<file path="src/rtl/serial_adder_pkg.sv">
// serial_adder_pkg
// Shared definitions for the bit-serial adder controller: the controller state
// type and the default operand width.
package serial_adder_pkg;

  // Default operand / sum width in bits (legal range: 2 or more).
  localparam int unsigned WidthDefault = 8;

  // Controller states, 2-bit encoding.
  typedef enum logic [1:0] {
    StIdle = 2'b00,
    StRun  = 2'b01,
    StDone = 2'b10
  } state_t;

endpackage

</file>
<file path="src/rtl/full_adder.sv">
// full_adder
// One-bit full adder, purely combinational.
// Ports:
//   a, b  : addend bits
//   ci    : carry in
//   sum   : a ^ b ^ ci
//   carry : carry out
module full_adder (
  input  logic a,
  input  logic b,
  input  logic ci,
  output logic sum,
  output logic carry
);

  logic w_prop;

  assign w_prop = a ^ b;
  assign sum    = w_prop ^ ci;
  assign carry  = (a & b) | (ci & w_prop);

endmodule

</file>
<file path="src/rtl/serial_adder_ctrl.sv">
// serial_adder_ctrl
// Bit-serial adder: pushes WIDTH-bit operands through a single full_adder one
// bit per clock, LSB first. Operands are latched on an accepted start, the
// running carry lives in a flop between steps, and the finished sum/carry-out
// are presented with a one-cycle done pulse. Latency is WIDTH+1 cycles.
// Optional feature macro: SERIAL_ADD_OVF_EN adds the signed-overflow output ovf.
// Ports:
//   clk     : rising-edge clock
//   rst     : asynchronous active-high reset
//   start   : request, sampled only in idle or done
//   a_in    : operand A, latched on accepted start
//   b_in    : operand B, latched on accepted start
//   cin     : carry in, latched on accepted start
//   busy    : high while bit steps are running
//   done    : one-cycle completion pulse
//   sum_out : result, held until the next completion
//   cout    : final carry-out, held like sum_out
//   ovf     : signed overflow (SERIAL_ADD_OVF_EN only)
module serial_adder_ctrl
  import serial_adder_pkg::*;
#(
  parameter int unsigned WIDTH = WidthDefault
) (
  input  logic             clk,
  input  logic             rst,
  input  logic             start,
  input  logic [WIDTH-1:0] a_in,
  input  logic [WIDTH-1:0] b_in,
  input  logic             cin,
  output logic             busy,
  output logic             done,
  output logic [WIDTH-1:0] sum_out,
  output logic             cout
`ifdef SERIAL_ADD_OVF_EN
  ,
  output logic             ovf
`endif
);

  localparam int unsigned CntW = (WIDTH > 1) ? $clog2(WIDTH) : 1;
  localparam logic [CntW-1:0] LastCnt = CntW'(WIDTH - 1);

  state_t           r_state;
  logic [WIDTH-1:0] r_a_sh;
  logic [WIDTH-1:0] r_b_sh;
  // Holds the WIDTH-1 sum bits produced so far; newest bit at the MSB.
  logic [WIDTH-2:0] r_sum_sh;
  logic             r_carry;
  logic [CntW-1:0]  r_cnt;
  logic             r_busy;
  logic             r_done;
  logic [WIDTH-1:0] r_sum_out;
  logic             r_cout;
`ifdef SERIAL_ADD_OVF_EN
  logic             r_ovf;
`endif

  logic             w_sum;
  logic             w_carry;
  logic [WIDTH-1:0] w_sum_cat;

  full_adder u_full_adder (
    .a     (r_a_sh[0]),
    .b     (r_b_sh[0]),
    .ci    (r_carry),
    .sum   (w_sum),
    .carry (w_carry)
  );

  // On the last step this is the complete result; earlier its top WIDTH-1 bits
  // are the next contents of the sum shift register.
  assign w_sum_cat = {w_sum, r_sum_sh};

  always_ff @(posedge clk or posedge rst) begin
    if (rst) begin
      r_state   <= StIdle;
      r_a_sh    <= '0;
      r_b_sh    <= '0;
      r_sum_sh  <= '0;
      r_carry   <= 1'b0;
      r_cnt     <= '0;
      r_busy    <= 1'b0;
      r_done    <= 1'b0;
      r_sum_out <= '0;
      r_cout    <= 1'b0;
`ifdef SERIAL_ADD_OVF_EN
      r_ovf     <= 1'b0;
`endif
    end else begin
      r_done <= 1'b0;
      case (r_state)
        StIdle, StDone: begin
          if (start) begin
            r_a_sh  <= a_in;
            r_b_sh  <= b_in;
            r_carry <= cin;
            r_cnt   <= '0;
            r_busy  <= 1'b1;
            r_state <= StRun;
          end else begin
            r_state <= StIdle;
          end
        end
        StRun: begin
          r_a_sh   <= {1'b0, r_a_sh[WIDTH-1:1]};
          r_b_sh   <= {1'b0, r_b_sh[WIDTH-1:1]};
          r_sum_sh <= w_sum_cat[WIDTH-1:1];
          r_carry  <= w_carry;
          if (r_cnt == LastCnt) begin
            r_sum_out <= w_sum_cat;
            r_cout    <= w_carry;
`ifdef SERIAL_ADD_OVF_EN
            // Carry into the MSB step is still in r_carry here.
            r_ovf     <= r_carry ^ w_carry;
`endif
            r_busy    <= 1'b0;
            r_done    <= 1'b1;
            r_state   <= StDone;
          end else begin
            r_cnt <= r_cnt + CntW'(1);
          end
        end
        default: begin
          r_busy  <= 1'b0;
          r_state <= StIdle;
        end
      endcase
    end
  end

  assign busy    = r_busy;
  assign done    = r_done;
  assign sum_out = r_sum_out;
  assign cout    = r_cout;
`ifdef SERIAL_ADD_OVF_EN
  assign ovf     = r_ovf;
`endif

endmodule

</file>
<file path="config.mk">
export PLATFORM = sky130hd
export DESIGN_NAME = serial_adder_ctrl
export DESIGN_NICKNAME = d
export VERILOG_FILES = /design/src/rtl/serial_adder_pkg.sv /design/src/rtl/full_adder.sv /design/src/rtl/serial_adder_ctrl.sv
export SDC_FILE = /design/constraint.sdc
export NUM_CORES = 1
export LEC_CHECK = 0
export ABC_AREA = 1
export CELL_PAD_IN_SITES_DETAIL_PLACEMENT = 0
export CELL_PAD_IN_SITES_GLOBAL_PLACEMENT = 2
export CORE_MARGIN = 4
export CORE_UTILIZATION = 33
export CTS_CLUSTER_SIZE = 10
export DETAILED_ROUTE_END_ITERATION = 12
export GPL_TIMING_DRIVEN = 1
export PLACE_DENSITY = 0.93
export SYNTH_ARGS = -nofsm -noshare
export SYNTH_HDL_FRONTEND = slang
export SYNTH_SLANG_ARGS = --single-unit
export TNS_END_PERCENT = 20
</file>
<file path="constraint.sdc">
create_clock -name clk -period 3.4 [get_ports clk]
set_input_delay 0.51 -clock clk [delete_from_list [all_inputs] [get_ports clk]]
set_output_delay 0.51 -clock clk [all_outputs]
set_load 0.005 [all_outputs]
</file>
==> metrics <==
status=finished clean; area leader, netlist=dfrtp_1; CP delay by family, top=buffers and inverters; Slew Limit Fails=0; CTS root buffer=clkbuf_8; Final Setup Violations=0; initial antenna violation count=0; # clock sinks=40; most common cell after layout, fill and taps aside=nand2_1; RSZ-0062 raised after global routing=false; Routed Antenna Nets=0; post-route minimum period=1900 ps; die area=~7000 sq um; post-synth top area share=0.545; Setup Buffers After CTS=0; min setup slack post-route=1500 ps; Die W=82.6 um; number of buffers created by CTS=5; syn nets=252; RePlAce Congestion=0.752; commonest non-fill, non-tap cells in the layout=nand2_1 (73), inv_1 (44), dfrtp_1 (40); clk buf depth=2; Seq/Total Area, Yosys=0.545; DP Wirelength=2490 um; Antenna Cells=0; final WL=3740 um; Post-Layout Cell Count=approximately 330; crit path cell chain=inv_1, nand2_1, nand2_2, inv_2, nand2_1, nand2_1; Reg2Reg Depth=6; TritonRoute pass-1 iters=4; Max-Cap Viols=0; actual slew at the worst max-slew pin=805 ps; mapped cell area=around 1800 sq um; WP buf/inv=2; CP max stage cell=inv_1; CP Capture Type=flip-flop; # IOs=31; Cells after Synth=229; GR Overflow Total=0; Starting Density=0.351; first-pass GRT wire length=~6500 um; CTS resizes=0; slowest stage delay, CP=510 ps; Worst-Skew Late Latency=290 ps; DRC viols=0; period utilization=0.560; Avg Inst Size Synth=8.03 sq um; core area=5240 sq um; flops & latches, synth=40; CP required=3580 ps; Iter 0 DRT Violations=around 130; area grow syn2layout=23.9%; maximum clock frequency=0.525 GHz; LEAKAGE=roughly 1.2 nW; final setup TNS=0 ps; Vias=1451; clk_skew=1.64 ps; PD cells=between 800 and 900 nW/um^2; Reg clk slew, reported paths=70 ps; VDD IR-drop max=0.000640 V; Max-slew headroom=0.463; cell row count=26; Worst setup SP type=flip-flop; final hold vios=0; vias in the first global route=1394; critical path depth=6; H-Tree Depth=2; Most common cell on crit path=nand2_1; post-placement cell count=322; worst hold stages=2; DP Worst Slack=1480 ps; layout cell share with drive strength beyond 1=0.0541; top cells by area, synth=dfrtp_1 (54%), nand2_1 (15%), nand3_1 (9.3%); Critical Path AT=2080 ps; largest net degree at the start of global routing=30; CP Max Fanout=21; Synth Warn #=0; WL/cell=11.4 um; number of I/O port buffers=30; fill cell count=approximately 540; # nets final=282; CTS tree=built; hold buffers post-CTS=0; die span in y=82.6 um; Synth cell types=14; Pwr Total=1.93 mW; vias per cell=4.41; Total GRT Usage=0.124; CP Class=flip-flop to flip-flop; Worst Hold Class=flip-flop to flip-flop
final timing paths:
path | from | to | slack [ps]
worst max register to register | r_state[1] | r_carry | 1500
worst min-delay path | r_sum_sh[0] | sum_out[0] | 480
worst min register to register | r_sum_sh[0] | sum_out[0] | 480
worst max-delay path | r_state[1] | r_carry | 1500
max in group asynchronous | rst | busy | 2190
min in group asynchronous | rst | sum_out[3] | 580
metal layers:
metal / share of wire / GRT usage / wire length (um) / up-vias
met5: 0 / 0 / 0 / -
met3: 0.044 / 0.0293 / 164 / 7
met1: 0.48 / 0.162 / 1790 / 665
met4: 0.018 / 0.0572 / 68 / 0
li1: - / - / - / 756
met2: 0.46 / 0.196 / 1720 / 23
report_power, final:
group / internal, mW / total [mW] / switching [mW]
registers: 0.695 / 0.840 / 0.145
logic: 0.349 / 0.794 / 0.445
clock network: 0.139 / 0.294 / 0.155
registers in the layout, summed over array words and instances (netlist names):
name,cells
done,1
busy,1
cout,1
r_carry,1
r_cnt,3
r_state,2
r_b_sh,8
r_a_sh,8
sum_out,8
r_sum_sh,7
Yosys cell counts, drive strengths merged:
master	number
o21ai	17
nand4	3
inv	46
nand3	35
fa	1
clkbuf	3
nand2	75
ha	2
buf	7
dfrtp	40
stage by stage:
step,util,instance area (sq um),hold slack [ps]
after floorplan,-,1840,442
after global placement,0.420,2200,464
after detailed placement,0.420,2200,465
after CTS,0.435,2280,485
after global routing,0.435,2280,504
final,0.435,2280,475
logic make-up after synthesis:
family / synth area share
AO/OA/AOI/OAI: 0.0463
adder cells (fa/ha/maj): 0.0245
buffers and inverters: 0.120
flip-flops: 0.545
AND/OR/NAND/NOR: 0.264
cell type report:
type,count,area (sq um),area share
well taps,70,87.6,0.0385
multi-input cells,133,616,0.270
clock buffers,6,72.6,0.0319
flip-flops and latches,40,1000,0.440
inverters,46,173,0.0758
repair buffers,33,323,0.142
clock inverters,1,5.00,0.00220
worst min-delay path, delay by kind of cell (launching register included):
| family | cells | cell delay (ps) |
|---|---|---|
| AND/OR/NAND/NOR | 2 | 100 |
| flip-flops | 1 | 350 |
Power figures use the tool's default switching activity.
